--- config.mk ---
export PLATFORM = sky130hd
export DESIGN_NAME = mux_mac
export DESIGN_NICKNAME = d
export VERILOG_FILES = /design/src/rtl/mux_mac_pkg.sv /design/src/rtl/mux_mac_channel_mux.sv /design/src/rtl/mux_mac.sv
export SDC_FILE = /design/constraint.sdc
export NUM_CORES = 1
export LEC_CHECK = 0
export CAP_MARGIN = 20
export CORE_MARGIN = 2
export CORE_UTILIZATION = 60
export CTS_BUF_LIST = sky130_fd_sc_hd__clkbuf_4 sky130_fd_sc_hd__clkbuf_8
export DETAILED_ROUTE_END_ITERATION = 7
export GPL_TIMING_DRIVEN = 1
export PLACE_DENSITY = 0.84
export SYNTH_ARGS = -nofsm -noshare
export SYNTH_HDL_FRONTEND = slang
export SYNTH_SLANG_ARGS = --single-unit
--- constraint.sdc ---
create_clock -name clock -period 10.55 [get_ports clock]
set_input_delay 2.11 -clock clock [delete_from_list [all_inputs] [get_ports clock]]
set_output_delay 2.11 -clock clock [all_outputs]
set_load 0.02 [all_outputs]
--- src/rtl/mux_mac_pkg.sv ---
// mux_mac_pkg
// Shared definitions for the mux_mac operand-select arithmetic unit.
//   - 2-bit operation encodings and the op_t enum built on them
//   - state_t enum for the request/execute/hold controller
package mux_mac_pkg;

   localparam logic [1:0] OP_ADD_ENC = 2'b00;
   localparam logic [1:0] OP_MUL_ENC = 2'b01;
   localparam logic [1:0] OP_MAC_ENC = 2'b10;
   localparam logic [1:0] OP_CLR_ENC = 2'b11;

   typedef enum logic [1:0] {
      OP_ADD = OP_ADD_ENC,
      OP_MUL = OP_MUL_ENC,
      OP_MAC = OP_MAC_ENC,
      OP_CLR = OP_CLR_ENC
   } op_t;

   typedef enum logic [1:0] {
      IDLE = 2'd0,
      EXEC = 2'd1,
      HOLD = 2'd2
   } state_t;

endpackage

--- src/rtl/mux_mac_channel_mux.sv ---
// channel_mux
// Purely combinational N-to-1 channel selector.
// Ports:
//   sel     - channel index; any index >= CHANNELS selects a zero operand
//   ch_data - packed channels, channel i = ch_data[i*WIDTH +: WIDTH]
//   data    - selected channel
module channel_mux #(
   parameter int CHANNELS = 4,
   parameter int WIDTH = 8,
   localparam int SELW = (CHANNELS > 1) ? $clog2(CHANNELS) : 1
) (
   input  logic [SELW-1:0]           sel,
   input  logic [CHANNELS*WIDTH-1:0] ch_data,
   output logic [WIDTH-1:0]          data
);

   // Compare against every real channel; when CHANNELS is not a power of
   // two the spare select codes match nothing and the zero default stands.
   always_comb begin
      data = '0;
      for (int i = 0; i < CHANNELS; i++) begin
         if (int'(sel) == i) begin
            data = ch_data[i*WIDTH +: WIDTH];
         end
      end
   end

endmodule

--- src/rtl/mux_mac.sv ---
// mux_mac
// Operand-select add / multiply / multiply-accumulate unit with a persistent
// accumulator, optional saturation and valid/ready handshakes on both sides.
// Ports:
//   clock, reset         - rising-edge clock, synchronous active-high reset
//   in_valid, in_ready   - request handshake (in_ready only in IDLE)
//   sel_a, sel_b         - channel indices for operands A and B
//   ch_data              - packed input channels
//   op                   - 00 ADD, 01 MUL, 10 MAC, 11 CLR
//   out_valid, out_ready - result handshake (out_valid only in HOLD)
//   result               - registered operation result
//   overflow             - sticky accumulator overflow, cleared by CLR/reset
module mux_mac
   import mux_mac_pkg::*;
#(
   parameter int WIDTH = 8,
   parameter int CHANNELS = 4,
   parameter int ACC_WIDTH = 20,
   parameter bit SAT = 1'b1,
   localparam int SELW = (CHANNELS > 1) ? $clog2(CHANNELS) : 1
) (
   input  logic                      clock,
   input  logic                      reset,
   input  logic                      in_valid,
   output logic                      in_ready,
   input  logic [SELW-1:0]           sel_a,
   input  logic [SELW-1:0]           sel_b,
   input  logic [CHANNELS*WIDTH-1:0] ch_data,
   input  logic [1:0]                op,
   output logic                      out_valid,
   input  logic                      out_ready,
   output logic [ACC_WIDTH-1:0]      result,
   output logic                      overflow
);

   if (ACC_WIDTH < 2*WIDTH) begin : g_bad_acc_width
      $error("mux_mac: ACC_WIDTH must be at least 2*WIDTH");
   end
   if (CHANNELS < 2) begin : g_bad_channels
      $error("mux_mac: CHANNELS must be at least 2");
   end

   state_t                 state_q;
   state_t                 state_d;
   logic [WIDTH-1:0]       mux_a;
   logic [WIDTH-1:0]       mux_b;
   logic [WIDTH-1:0]       opa_q;
   logic [WIDTH-1:0]       opb_q;
   op_t                    op_q;
   logic [ACC_WIDTH-1:0]   acc_q;
   logic [ACC_WIDTH-1:0]   result_q;
   logic                   overflow_q;
   logic                   accept;
   logic [WIDTH:0]         add_sum;
   logic [2*WIDTH-1:0]     product;
   logic [ACC_WIDTH:0]     mac_sum;
   logic                   mac_ovf;
   logic [ACC_WIDTH-1:0]   mac_acc;

   channel_mux #(.CHANNELS(CHANNELS), .WIDTH(WIDTH)) u_mux_a (
      .sel     (sel_a),
      .ch_data (ch_data),
      .data    (mux_a)
   );

   channel_mux #(.CHANNELS(CHANNELS), .WIDTH(WIDTH)) u_mux_b (
      .sel     (sel_b),
      .ch_data (ch_data),
      .data    (mux_b)
   );

   // in_ready is gated by reset so nothing can look accepted on a reset edge.
   assign in_ready  = (state_q == IDLE) && !reset;
   assign out_valid = (state_q == HOLD);
   assign accept    = in_valid && in_ready;
   assign result    = result_q;
   assign overflow  = overflow_q;

   // Arithmetic runs on the captured operands only, so ch_data may change
   // freely once a request has been accepted. The MAC sum carries one extra
   // bit so that its top bit is the overflow indication.
   assign add_sum = (WIDTH+1)'(opa_q) + (WIDTH+1)'(opb_q);
   assign product = (2*WIDTH)'(opa_q) * (2*WIDTH)'(opb_q);
   assign mac_sum = {1'b0, acc_q} + (ACC_WIDTH+1)'(product);
   assign mac_ovf = mac_sum[ACC_WIDTH];

   // Saturating builds pin the accumulator at all-ones; once there, any
   // further nonzero product overflows again and it stays pinned.
   always_comb begin
      mac_acc = mac_sum[ACC_WIDTH-1:0];
      if (mac_ovf && SAT) begin
         mac_acc = '1;
      end
   end

   // Controller: IDLE accepts, EXEC is the single compute cycle, HOLD keeps
   // the result presented until the consumer takes it.
   always_comb begin
      state_d = state_q;
      case (state_q)
         IDLE:    if (accept) state_d = EXEC;
         EXEC:    state_d = HOLD;
         HOLD:    if (out_ready) state_d = IDLE;
         default: state_d = IDLE;
      endcase
   end

   // State register; reset abandons whatever request is in flight.
   always_ff @(posedge clock) begin
      if (reset) begin
         state_q <= IDLE;
      end else begin
         state_q <= state_d;
      end
   end

   // Operand capture at acceptance, then result/accumulator update in EXEC.
   // ADD and MUL leave acc and overflow untouched; CLR wipes all three.
   always_ff @(posedge clock) begin
      if (reset) begin
         opa_q      <= '0;
         opb_q      <= '0;
         op_q       <= OP_ADD;
         acc_q      <= '0;
         result_q   <= '0;
         overflow_q <= 1'b0;
      end else begin
         if (accept) begin
            opa_q <= mux_a;
            opb_q <= mux_b;
            op_q  <= op_t'(op);
         end
         if (state_q == EXEC) begin
            case (op_q)
               OP_ADD: result_q <= ACC_WIDTH'(add_sum);
               OP_MUL: result_q <= ACC_WIDTH'(product);
               OP_MAC: begin
                  acc_q    <= mac_acc;
                  result_q <= mac_acc;
                  if (mac_ovf) begin
                     overflow_q <= 1'b1;
                  end
               end
               OP_CLR: begin
                  acc_q      <= '0;
                  result_q   <= '0;
                  overflow_q <= 1'b0;
               end
               default: result_q <= result_q;
            endcase
         end
      end
   end

endmodule

After elaboration in Yosys (flattened, before gate mapping)
Cells that the tools add are included.
Word-level totals
  register bits: 61
  input bits: 42
  output and inout bits: 23
  word-level logic and storage cells: 51
Cells by class
  add/subtract/negate cells: 2
  multiply operators: 1
  equality and inequality tests: 14
  mux-type cells: 16
  reductions and logical operators: 11
Operator list (count)
  $pmux 20 s4: 1
  $mux 8: 8
  $pmux 20 s2: 1
  $add 20x16->21: 1
  $mux 20: 1
  $mul 8x8->16: 1
  $eq 2x2->1 const B: 7
  $add 8x8->9: 1
  $eq 2x1->1 const B: 4
  $logic_not 2->1: 4
  $pmux 2 s3: 1
  $mux 2: 2
  $ne 2x2->1 const B: 2
  $reduce_and 2->1: 2
  $reduce_and 3->1: 1
  $logic_and 1x1->1: 2
  $ne 2x1->1 const B: 1
  $pmux 1 s2: 1
  $reduce_bool 2->1: 1
  $logic_not 1->1: 1
  $mux 1: 1

Depth between registers and ports, before layout
Gate-level depths: netlist of the first run.
  word-level depth: 5
  mapped depth: 26
  mapped depth without buffers: 25

Hierarchy
Synthesis of the first run repeated with hierarchy kept, for this count alone.
Second synthesis, totals
  cell total of the unflattened synthesis: 703
  area, all modules: 6030.8 µm²
By module, submodules not included
  mux_mac: instances 1, cells an instance 683, area an instance 5637.9 µm², sequential area each 1221.2 µm²
  channel_mux: instances 2, cells an instance 10, area an instance 196.4 µm², sequential area each 0.0 µm²

Least setup slack after synthesis of the first run
OpenSTA, ideal clock, no wires.
  kind: register to register
  start: reg opb_q[7]
  end: reg result_q[18] (netlist: result[18])
  library setup time: 70 ps
  data arrival time: 5608 ps
  slack: 4873 ps
  cell stages (with the launch flop): 24
  path buffers: 0
  cells stage by stage: dfxtp_1 -> nand2_1 -> fa_1 -> fa_1 -> inv_1 -> fa_1 -> inv_1 -> fa_1 -> inv_1 -> ha_1 -> o21a_1 -> a211oi_1 -> o21bai_1 -> o22ai_1 -> o21ai_0 -> xnor2_1 -> ha_1 -> a21oi_1 -> inv_1 -> a211oi_4 -> a21oi_2 -> nor3b_2 -> or4_1 -> a21oi_1
On the way
  word-level cells in the longest chain between the ends: 4
RTL lines
  start, declared: RTL line mux_mac.sv:48  | logic [WIDTH-1:0] opb_q;
  start signal, assigned: RTL line mux_mac.sv:130  | opb_q <= mux_b;
  $mul 8x8->16: RTL line mux_mac.sv:83  | assign product = (2*WIDTH)'(opa_q) * (2*WIDTH)'(opb_q);
  $add 20x16->21: RTL line mux_mac.sv:84  | assign mac_sum = {1'b0, acc_q} + (ACC_WIDTH+1)'(product);
  $mux 20: RTL line mux_mac.sv:91  | if (mac_ovf && SAT) begin
  $pmux 20 s4: RTL line mux_mac.sv:134  | case (op_q)
  end signal, assigned: RTL line mux_mac.sv:135  | OP_ADD: result_q <= ACC_WIDTH'(add_sum);
  end signal, assigned: RTL line mux_mac.sv:136  | OP_MUL: result_q <= ACC_WIDTH'(product);
  end signal, assigned: RTL line mux_mac.sv:139  | result_q <= mac_acc;
  end, declared: RTL line mux_mac.sv:51  | logic [ACC_WIDTH-1:0] result_q;
Every way passes these cells.
A chain may end at the register's enable or synchronous reset.

Worst setup path in the final report of the first run
  start: reg opb_q[7]
  end: reg result_q[7] (netlist: result[7])
On the way
  word-level cells in the longest chain between the ends: 4
  elaborated cells on any way between the ends: 5
  classes of those cells: add/sub (2); mul (1); mux (2)
RTL lines (RTL line)
  $mul 8x8->16: mux_mac.sv:83
  $add 20x16->21: mux_mac.sv:84
  $mux 20: mux_mac.sv:91
  $pmux 20 s4 *: mux_mac.sv:134
Every way passes the cells marked *; elsewhere a longest branch is shown, timed or not.

==> results.yml, run 1 <==
yosys:
  synthMuxAreaShare: 0.0650
  synth-edff-count: 0
  synth-xor-area-share: 0.0379
  synthArstFlopShare: 0
  synthAdderAreaFrac: 0.256
  ys_types: 64
  synth_top_family_by_area: "adder cells"
  syn-cell-area_sq_um: 6010
  syn_avg_cell_area_sq_um: 8.75
  yosys_most_used_dff: "dfxtp_1"
  synthCells: 686
  ys_seq_area_frac: 0.203
  synth-simple-area-share: 0.179
  ys_ff_latch: 61
  syn_nets: 828
  synth-compound-area-share: 0.203
  synth_warnings: 0
route:
  wl_per_cell_microns: 17.1
  drc: 0
  firstDrtPassIters: 5
  drt_iter0_drc: 422
  antenna_left: 0
  num_vias: 5312
  vias_per_cell: 6.08
  routed_wl_mm: 14.9
final_layout:
  multi_input_area_sq_um: 4450
  drive_above_1_share: 0.0608
  n_fill_cell: 784
  final_cell_mix: "68 x nand2_1, 64 x clkdlybuf4s50_1, 62 x ha_1"
  antenna_cells: 0
  fin_util: 0.707
  area_delta_synth_final_pct: 14.6
  layout_commonest_cell: "nand2_1"
  regArea_sq_um: 1220
  final_nets: 880
sta:
  fmax_mhz: 154
  relSlewSlack: 0.322
  hold_viol_final: 0
  rsz0062_at_grt: "false"
  period_share: 0.614
  fin_tns_setup_ns: 0
  worst_pin_slew_ns: 1.02
  drv_slew: 0
  layout_min_cycle_time_ns: 6.47
  worst_clock_skew_ns: 0.0188
  setup-violations-final: 0
min_path:
  hold_path_startpoint: "result[18]"
  hold_path.class: "reg2reg"
  hold_end: "result[18]"
  holdPathStages: 2
grt:
  grt_max_degree: 51
  grtUsageTotal: 0.278
  antenna_found_initial: 0
  grt_pass1_vias: 5167
  gr-usage-met2: 0.455
  use_met1: 0.375
  grt-ovfl-total: 0
  busiest_layer: "met2"
  grt_pass1_wl_mm: 24.4
  grt_use_met3: 0.0457
critical_path:
  cp-end-kind: "flop"
  worstReg2RegStart: "opb_q[7]"
  arrival_ns: 6.74
  startpoint_type: "flop"
  rrSetupSlack_ns: 4.08
  reg2reg_to: "result[7]"
  reg2reg_depth: 22
  worst-setup-path-type: "reg2reg"
  cp.required_ns: 10.82
  path_max_fanout: 13
cts:
  cts-resized-gates: 0
  clockBufferDepth: 2
  post-cts-setup-buffers: 0
  clock_sinks: 61
  h-tree-depth: 3
  cts_tree: "built"
  root_buffer: "clkbuf_8"
  clk_latency_ns: 0.35
  cts_hold_buf: 0
  clk_pin_slew_ns: 0.06
  numCtsBuffers: 9
floorplanning:
  die-area_sq_um: 10800
  die_h_microns: 104
  start_util: 0.617
  die_w_microns: 104
  core_area_sq_um: 9730
  row_count: 36
  ios: 65
power_and_ir_drop:
  peakVddDrop_mv: 0.0785
  total_power_uw: 624
  leakage_nw: 3.14
  powerDensity_nw_per_um2: 90.7
placed_design:
  dp_hpwl_mm: 11.7
  place_congestion: 0.961
  io_buffer_count: 64
flow_run:
  maxCapViolCount: 0
outcome:
  status: "finished, final reports clean"
[state kept, by name, indices dropped and copies added (netlist names)]
signal    flops
op_q          2
acc_q        20
opa_q         8
state_q       2
overflow      1
opb_q         8
result       20
[cell usage after synthesis (6+ instances only)]
cell | n | share of area
xnor2_1 | 14 | 0.020
dfxtp_1 | 61 | 0.20
a211oi_1 | 8 | 0.010
o21ai_1 | 6 | 0.0050
ha_1 | 62 | 0.13
xor2_1 | 12 | 0.017
o21a_1 | 9 | 0.011
nand3_1 | 6 | 0.0050
nor2_1 | 29 | 0.018
a22oi_1 | 8 | 0.010
a21o_1 | 11 | 0.014
nand2_1 | 68 | 0.042
fa_1 | 38 | 0.13
inv_1 | 55 | 0.034
mux4_2 | 16 | 0.060
o21ai_0 | 47 | 0.039
a21oi_1 | 46 | 0.038
nand2b_1 | 25 | 0.026
nor2b_1 | 7 | 0.0073
o211ai_1 | 6 | 0.0075
clkbuf_1 | 15 | 0.0094
and2_1 | 50 | 0.052
nor3_1 | 18 | 0.015
[logic make-up after synthesis]
logic type,count (synthesis)
muxes,19
AOI/OAI and AO/OA,184
buffers and inverters,82
adders and majority gates,100
and+or+nand+nor,214
DFF,61
xor gates and xnor gates,26
[power breakdown]
part           internal, mW  leakage (nW)  switching (mW)
Clock                 0.107        0.0913          0.0903
Sequential            0.239         0.496          0.0180
Combinational        0.0781          2.55          0.0912
[worst max-delay path: stages, from the launching register on]
cell and delay (ns):
dfxtp_1 0.50, nand2_1 0.13, fa_1 0.52, fa_1 0.55
inv_1 0.05, fa_1 0.52, inv_1 0.05, fa_1 0.52
inv_1 0.04, ha_1 0.33, or3_1 0.36, o2111ai_1 0.13
o21ai_0 0.18, o31ai_1 0.27, xor2_1 0.27, inv_1 0.07
ha_1 0.37, a31oi_1 0.16, a211oi_2 0.69, buf_4 0.32
o21ai_1 0.09, o211a_1 0.14, nor3_1 0.12
[stage by stage]
stage                     hold WS, ns  instance area (sq um)  worst slack [ns]  instances
after floorplan                 0.422                   6010              4.87        686
after global placement          0.421                   6700              4.39        859
after detailed placement        0.445                   6700              4.16        859
after CTS                       0.457                   6870              4.11        872
after global routing            0.483                   6880              3.72        873
final                           0.456                   6880              4.08        873
[routing by layer]
metal / wire, microns / part of all wire
met3: 822 / 0.055
met1: 6600 / 0.44
met2: 7090 / 0.48
met4: 387 / 0.026
met5: 0 / 0
[worst max-delay path by stage]
stage             start          to  slack (ns)  depth (start not counted)
2_1_floorplan  opb_q[7]  result[18]        4.87                         23
3_3_place_gp   opb_q[6]   result[7]        4.39                         22
3_5_place_dp   opb_q[7]   result[7]        4.16                         23
4_1_cts        opb_q[7]   result[7]        4.11                         23
5_1_grt        opb_q[7]   result[7]        3.72                         24
6_report       opb_q[7]   result[7]        4.08                         22
[area by class of cell]
type                            count  share of cell area
Clock inverter                      3             0.00582
Tap cell                          133              0.0242
Inverter                           56              0.0306
Multi-Input combinational cell    543               0.646
Timing Repair Buffer               67              0.0964
Clock buffer                       10              0.0191
Sequential cell                    61               0.177
Note: power is estimated with default switching activity, not from simulation.
==> run 2, diff against run 1 <==
- clock period: 10.55 -> 6.4 ns (I/O delays scaled with it)
==> results.yml, run 2 (synthesized netlist as in run 1, its figures left out) <==
critical_path:
  startpoint_type: "flop"
  path_max_fanout: 7
  cpPeakStageDelay_ns: 0.52
  critPathSlowestCell: "fa_1"
  crit_chain: "buf_4 > and2_1 > fa_1 > fa_1 > ha_1 > inv_1 > fa_1 > inv_1 > ha_1 > a211o_1 > a211oi_1 > o21bai_1 > o22ai_2 > o21ai_0 > xnor2_1 > ha_1 > a21oi_1 > inv_1 > a211oi_4 > a21oi_4 > nor3b_2 > or4_1 > a21oi_1"
  cp.required_ns: 6.69
  cp-end-kind: "flop"
  arrival_ns: 6.41
  worst-setup-path-type: "reg2reg"
final_layout:
  fin_cells: 892
  layout_commonest_cell: "nand2_1"
  area_delta_synth_final_pct: 18.4
  multi_input_area_sq_um: 4490
  drive_above_1_share: 0.100
  final_nets: 896
  fin_util: 0.731
  n_fill_cell: 742
  antenna_cells: 0
  regArea_sq_um: 1230
  final_cell_mix: "68 x nand2_1, 64 x clkdlybuf4s50_1, 60 x ha_1"
sta:
  setup-violations-final: 0
  drv_slew: 0
  whs_ns: 0.451
  hold_viol_final: 0
  layout_min_cycle_time_ns: 6.12
  worst_clock_skew_ns: 0.0123
  setup_ws_ns: 0.280
  period_share: 0.956
  relSlewSlack: 0.314
  worst_pin_slew_ns: 1.03
  fmax_mhz: 163
cts:
  clk_pin_slew_ns: 0.08
  cts_hold_buf: 0
  cts_tree: "built"
  clockBufferDepth: 2
  clock_sinks: 61
  numCtsBuffers: 9
  h-tree-depth: 3
  root_buffer: "clkbuf_8"
  clk_latency_ns: 0.36
floorplanning:
  core_area_sq_um: 9730
  start_util: 0.617
  die_w_microns: 104
  die-area_sq_um: 10800
  ios: 65
  die_h_microns: 104
  row_count: 36
grt:
  grt_pass1_vias: 5112
  antenna_found_initial: 0
  grtUsageTotal: 0.281
  grt-ovfl-total: 0
  grt_pass1_wl_mm: 24.6
  grt_max_degree: 51
power_and_ir_drop:
  powerDensity_nw_per_um2: 150
  total_power_mw: 1.07
  comb_power_share: 0.281
  power_switching_uw: 349
  leakage_nw: 3.25
  p_int_uw: 719
  switching_share: 0.327
  clock_power_share: 0.325
  peakVddDrop_mv: 0.110
  pwr-share-seq: 0.394
placed_design:
  dp.cells: 873
  dp_hpwl_mm: 11.9
  dp_slack_ns: 0.108
  place_congestion: 0.955
  io_buffer_count: 64
route:
  routed_wl_mm: 15.3
  num_vias: 5301
  wl_per_cell_microns: 17.1
  drt_iter0_drc: 401
  firstDrtPassIters: 5
  drc: 0
  vias_per_cell: 5.94
  antenna_left: 0
flow_run:
  maxCapViolCount: 0
min_path:
  hold_path.class: "reg2reg"
outcome:
  status: "finished, final reports clean"
run 2: critical path, delay by kind of cell, from the launching register on:
family	cells	cell delay (ns)
XOR/XNOR	1	0.31
buffers and inverters	4	0.38
AND/OR/NAND/NOR	3	0.85
flip-flops	1	0.33
AO/OA/AOI/OAI	9	1.73
adder cells (fa/ha/maj)	6	2.48
run 2: worst paths after layout:
| kind | startpoint | to | slack, ns | cells after the start |
|---|---|---|---|---|
| max reg2reg | opa_q[0] | result[18] | 0.28 | 23 |
| min | result[12] | result[12] | 0.45 | 2 |
| min reg2reg | result[12] | result[12] | 0.45 | 2 |
| max | opa_q[0] | result[18] | 0.28 | 23 |
run 2: per-layer routing:
layer / share of wire / global-route usage / up-vias / wire length [microns]
met2: 0.47 / 0.443 / 221 / 7240
li1: - / - / 2535 / -
met4: 0.028 / 0.117 / 0 / 430
met3: 0.055 / 0.0357 / 41 / 837
met5: 0 / 0 / - / 0
met1: 0.44 / 0.391 / 2504 / 6750
run 2: area by class of cell:
class,instances,area share
Timing Repair Buffer,83,0.115
Inverter,56,0.0296
Clock inverter,6,0.00898
Clock buffer,10,0.0185
Multi-Input combinational cell,543,0.632
Tap cell,133,0.0234
Sequential cell,61,0.173
run 2: through the flow:
| step | setup TNS [ns] | area (sq um) |
|---|---|---|
| floorplan | 0 | 6010 |
| global placement | 0 | 6810 |
| detailed placement | 0 | 6810 |
| CTS | 0 | 7000 |
| global route | -0.00826 | 7110 |
| finish | 0 | 7110 |
run 2: power by group through the flow:
| stage | Clock (mW) | Combinational [mW] | Sequential, mW |
|---|---|---|---|
| 6_report | 0.347 | 0.300 | 0.420 |
| 5_1_grt | 0.367 | 0.331 | 0.422 |
| 4_1_cts | 0.351 | 0.294 | 0.417 |
| 3_5_place_dp | 0 | 0.292 | 0.425 |
| 3_3_place_gp | 0 | 0.283 | 0.425 |
| 2_1_floorplan | 0 | 0.191 | 0.423 |
run 2: timing repair:
action | 4_1_cts | 5_1_grt
endpoints found under the setup margin | 0 | 38
buffers inserted | 0 | 2
gates resized for setup | 0 | 17
